File: config.mk
export PLATFORM = sky130hd
export DESIGN_NAME = paula_audio_mix_sequencer
export DESIGN_NICKNAME = d
export VERILOG_FILES = /design/src/rtl/paula_audio_mix_sequencer.sv
export SDC_FILE = /design/constraint.sdc
export NUM_CORES = 1
export LEC_CHECK = 0
export ABC_CLOCK_PERIOD_IN_PS = 10110
export BUFFER_PORTS_ARGS = -buffer_cell sky130_fd_sc_hd__buf_2
export CORE_UTILIZATION = 45
export DETAILED_ROUTE_END_ITERATION = 6
export SYNTH_ARGS = -nofsm -noshare
export SYNTH_HDL_FRONTEND = slang
export SYNTH_SLANG_ARGS = --single-unit
File: constraint.sdc
create_clock -name clk -period 10.11 [get_ports clk]
set_input_delay 0.5055 -clock clk [delete_from_list [all_inputs] [get_ports clk]]
set_output_delay 0.5055 -clock clk [all_outputs]
set_load 0.05 [all_outputs]
File: src/rtl/paula_audio_mix_sequencer.sv
// Paula-style audio mixer sequencer: snapshots four 8-bit channel samples and
// 7-bit volumes, then walks one shared signed-by-unsigned multiplier across
// the channels on successive 7 MHz enables, accumulating left (ch1+ch2) and
// right (ch0+ch3) sums that are published with a one-clk sum_valid pulse.
module paula_audio_mix_sequencer (
  input  logic        clk,
  input  logic        reset,
  input  logic        clk7_en,
  input  logic        sample_strb,
  input  logic [7:0]  sample0,
  input  logic [7:0]  sample1,
  input  logic [7:0]  sample2,
  input  logic [7:0]  sample3,
  input  logic [6:0]  vol0,
  input  logic [6:0]  vol1,
  input  logic [6:0]  vol2,
  input  logic [6:0]  vol3,
  output logic [14:0] ldatasum,
  output logic [14:0] rdatasum,
  output logic        sum_valid,
  output logic        busy,
  output logic        overrun
);

  typedef enum logic [2:0] {
    IDLE = 3'd0,
    CH0  = 3'd1,
    CH1  = 3'd2,
    CH2  = 3'd3,
    CH3  = 3'd4,
    DONE = 3'd5
  } state_t;

  state_t            state_q, state_d;
  logic [3:0][7:0]   smp_q, smp_d;
  logic [3:0][6:0]   vol_q, vol_d;
  logic [14:0]       lacc_q, lacc_d;
  logic [14:0]       racc_q, racc_d;
  logic [14:0]       lsum_q, lsum_d;
  logic [14:0]       rsum_q, rsum_d;
  logic              valid_q, valid_d;
  logic              ovr_q, ovr_d;

  logic [1:0]        ch_sel;
  logic [7:0]        mul_s;
  logic [5:0]        mul_v;
  logic signed [13:0] s_ext;
  logic signed [13:0] v_ext;
  logic signed [13:0] prod;
  logic [14:0]       prod_ext;

  // Shared multiplier: channel operands selected by the current FSM state.
  always_comb begin
    ch_sel = 2'd0;
    case (state_q)
      CH1:     ch_sel = 2'd1;
      CH2:     ch_sel = 2'd2;
      CH3:     ch_sel = 2'd3;
      default: ch_sel = 2'd0;
    endcase
    mul_s    = smp_q[ch_sel];
    mul_v    = vol_q[ch_sel][6] ? 6'h3F : vol_q[ch_sel][5:0];
    s_ext    = {{6{mul_s[7]}}, mul_s};
    v_ext    = {8'b0, mul_v};
    prod     = s_ext * v_ext;
    prod_ext = {prod[13], prod};
  end

  // Next-state, snapshot, accumulate and publish logic.
  always_comb begin
    state_d = state_q;
    smp_d   = smp_q;
    vol_d   = vol_q;
    lacc_d  = lacc_q;
    racc_d  = racc_q;
    lsum_d  = lsum_q;
    rsum_d  = rsum_q;
    valid_d = 1'b0;
    ovr_d   = clk7_en && sample_strb && (state_q != IDLE);
    if (clk7_en) begin
      case (state_q)
        IDLE: begin
          if (sample_strb) begin
            smp_d   = {sample3, sample2, sample1, sample0};
            vol_d   = {vol3, vol2, vol1, vol0};
            lacc_d  = '0;
            racc_d  = '0;
            state_d = CH0;
          end
        end
        CH0: begin
          racc_d  = racc_q + prod_ext;
          state_d = CH1;
        end
        CH1: begin
          lacc_d  = lacc_q + prod_ext;
          state_d = CH2;
        end
        CH2: begin
          lacc_d  = lacc_q + prod_ext;
          state_d = CH3;
        end
        CH3: begin
          racc_d  = racc_q + prod_ext;
          state_d = DONE;
        end
        DONE: begin
          lsum_d  = lacc_q;
          rsum_d  = racc_q;
          valid_d = 1'b1;
          state_d = IDLE;
        end
        default: state_d = IDLE;
      endcase
    end
  end

  // State and datapath registers with asynchronous reset.
  always_ff @(posedge clk or posedge reset) begin
    if (reset) begin
      state_q <= IDLE;
      smp_q   <= '0;
      vol_q   <= '0;
      lacc_q  <= '0;
      racc_q  <= '0;
      lsum_q  <= '0;
      rsum_q  <= '0;
      valid_q <= 1'b0;
      ovr_q   <= 1'b0;
    end else begin
      state_q <= state_d;
      smp_q   <= smp_d;
      vol_q   <= vol_d;
      lacc_q  <= lacc_d;
      racc_q  <= racc_d;
      lsum_q  <= lsum_d;
      rsum_q  <= rsum_d;
      valid_q <= valid_d;
      ovr_q   <= ovr_d;
    end
  end

  assign ldatasum  = lsum_q;
  assign rdatasum  = rsum_q;
  assign sum_valid = valid_q;
  assign overrun   = ovr_q;
  assign busy      = (state_q != IDLE);

endmodule

==> flow_summary.json <==
{
  "status": "completed",
  "crit_type": "register to register",
  "num_antenna_cells": 0,
  "place_congestion": 0.928,
  "drt-total-wl_um": 18300,
  "cap_violations": 0,
  "cts_tree": "done",
  "initial_utilization_pct": 45.9,
  "cts_buffer_depth": 2,
  "hp-class": "input port to asynchronous set/reset pin",
  "synth-xor-area-share_pct": 4.02,
  "endpoint": "racc_q[14]",
  "vias": 6216,
  "grt_busiest_layer": "met2",
  "ys_seq_area_share_pct": 38.1,
  "root_buffer": "clkbuf_16",
  "reg2reg_from": "state_q[0]",
  "yosys_register_bits": 125,
  "ant_nets": 0,
  "arrival_ns": 8.78,
  "use_met3_pct": 4.67,
  "crit_fanout": 31,
  "fin_area_um2": 9540,
  "gr-total-overflow": 0,
  "synth_compound_area_share_pct": 13.6,
  "die_y_um": 137,
  "yosysMostFrequentCell": "nand2_1",
  "met1_usage_pct": 26.3,
  "areaGrowthSynthToFinish_pct": 16.1,
  "finalCritPeriodShare_pct": 83.8,
  "cts.sinks": 125,
  "fmax_ghz": 0.118,
  "row_count": 49,
  "first_pass_iters": 4,
  "ys.flop_type": "dfrtp_1",
  "yosysTopAreaCell": "dfrtp_1",
  "final.setup.worst_slack_ns": 1.64,
  "r2r_cells": 28,
  "grt_use_total_pct": 21.3,
  "drive_gt1_share_pct": 22.1,
  "syn_nets": 1008,
  "drc": 0,
  "num_io_pins": 97,
  "yosysUniqueCellTypes": 64,
  "postCtsHoldBufs": 0,
  "synthTopCellsByCount": "135 x nand2_1, 125 x dfrtp_1, 79 x nor2_1, 71 x inv_1",
  "path_clk_slew_ns": 0.06,
  "post-route-min-period_ns": 8.47,
  "multiInputGateArea_um2": 4670,
  "yosys_warnings": 0,
  "synthAdderAreaFrac_pct": 16.9,
  "muxShareOfSynthArea_pct": 7.66,
  "worstSkewPairLatency_ns": 0.42,
  "num-nets-final": 1100,
  "grt_pass1_vias": 6178,
  "post-cts-setup-buffers": 0,
  "placed_cell_area_um2": 8910,
  "finalHoldViolations": 0,
  "portBuffers": 96,
  "synth-edff-count": 0,
  "dp_slack_ns": 1.61,
  "antenna_found_initial": 0,
  "drtIter0Drc": 280,
  "grtUsageMet2_pct": 36.8,
  "rrSetupSlack_ns": 1.64,
  "crit_path_top_delay_cell": "dfrtp_1",
  "crit_start": "state_q[0]",
  "yosysTopAreaCellShare_pct": 38.1,
  "relSlewSlack_pct": 33.6,
  "synth_top_family_by_area": "adder cells",
  "fp.dieW_um": 137,
  "async_flop_share_pct": 100,
  "synth_area_leaders": "dfrtp_1 38%, fa_1 8.5%, ha_1 8.4%, mux2_2 7.5%, nand2_1 6.2%",
  "fin_worst_skew_ns": 0.00909,
  "finalSetupViolCount": 0,
  "seq_area_um2": 3130,
  "r2r-end": "racc_q[14]",
  "grt_max_degree": 65,
  "tightest_slew_ns": 0.990,
  "synth.avg_cell_area_um2": 9.62,
  "wire_per_inst_um": 15.4,
  "synth_cells": 854,
  "grt_pass1_wl_um": 30600,
  "viasPerCell": 5.23,
  "die_area_um2": 18800,
  "htree_levels": 4,
  "fin_setup_tns_ns": 0,
  "place_hpwl_um": 13900,
  "required_ns": 10.42,
  "end_kind": "register",
  "cts_resized": 0,
  "coreArea_um2": 17900,
  "netlist_area_um2": 8210,
  "critPathMaxStageDelay_ns": 0.93,
  "nFillCells": 1644,
  "numCtsBuffers": 17,
  "slew_violations": 0,
  "crit_path_start_kind": "register",
  "rsz0062_at_grt": "false",
  "yosys.area_share.simple_pct": 14.6
}
## through the flow
step | hold slack, ns | util [%] | cells
global route | 0.290 | 53.3 | 1188
detailed placement | 0.457 | 49.8 | 1156
global placement | 0.453 | 49.8 | 1156
CTS | 0.253 | 53.3 | 1188
finish | 0.207 | 53.3 | 1188
floorplan | 0.463 | - | 854
## layer usage
| layer | share of wire (%) | up-vias | wire [µm] |
|---|---|---|---|
| met4 | 1.5 | 0 | 276 |
| met5 | 0 | - | 0 |
| met2 | 50 | 136 | 9090 |
| li1 | - | 3085 | - |
| met3 | 4.4 | 21 | 801 |
| met1 | 44 | 2974 | 8100 |
## state kept, by name, summed over array words and instances (netlist names)
| signal | flops |
|---|---|
| lacc_q | 15 |
| ldatasum | 15 |
| smp_q | 32 |
| rdatasum | 15 |
| racc_q | 15 |
| state_q | 3 |
| overrun | 1 |
| sum_valid | 1 |
| vol_q | 28 |
## critical path: cells and delay by family, from the launching register on
kind            cells  cell delay [ns]
fa+ha+maj           6             2.67
buf+inv             5             0.92
flops               1             0.93
simple gates        4             0.49
xor+xnor            2             0.37
compound gates     11             2.94
## layout make-up
cell class / instances / share of cell area [%]
clock inverter: 10 / 1.71
inverter: 73 / 2.90
tap: 229 / 3.00
clock buffer: 22 / 4.87
timing repair buffer: 105 / 5.75
sequential: 125 / 32.8
multi-input combinational: 624 / 49.0
## cells by family (layout without fill, tap and decap cells)
family | count (synthesis) | after routing
AND/OR/NAND/NOR | 279 | 279
flip-flops | 125 | 125
buffers and inverters | 105 | 210
XOR/XNOR | 36 | 36
multiplexers | 56 | 56
AO/OA/AOI/OAI | 163 | 163
adder cells (fa/ha/maj) | 90 | 90
## layout by cell type, fill, tap and decap left out, types with 4 or more instances in the layout
cell,count
o22ai_1,7
a211oi_1,11
a221oi_1,11
nor2b_1,13
bufinv_16,4
nand2_1,135
dfrtp_1,125
a22o_1,4
a21oi_1,24
nand2b_1,5
nand3_1,5
inv_1,70
nor2_1,78
o211ai_1,7
a21o_1,12
buf_2,96
xor2_1,21
or2b_1,5
o221ai_1,5
buf_4,9
mux2_2,55
ha_1,55
or2_2,9
o21ai_1,9
fa_1,35
o21a_1,4
clkbuf_16,17
o21ai_0,41
xnor2_1,13
nor3_1,16
## worst min-delay path by stage
stage / end / slack (ns) / depth (start not counted)
floorplan: ldatasum[14] / 0.46 / 2
global placement: ldatasum[4] / 0.45 / 2
detailed placement: ldatasum[4] / 0.46 / 2
CTS: ldatasum[14] / 0.25 / 2
global route: ldatasum[13] / 0.29 / 2
finish: ldatasum[11] / 0.21 / 2
Power is left out: the tool's default activity adds up to more than one toggle a clock period on the data nets, which glitch-free logic cannot reach.
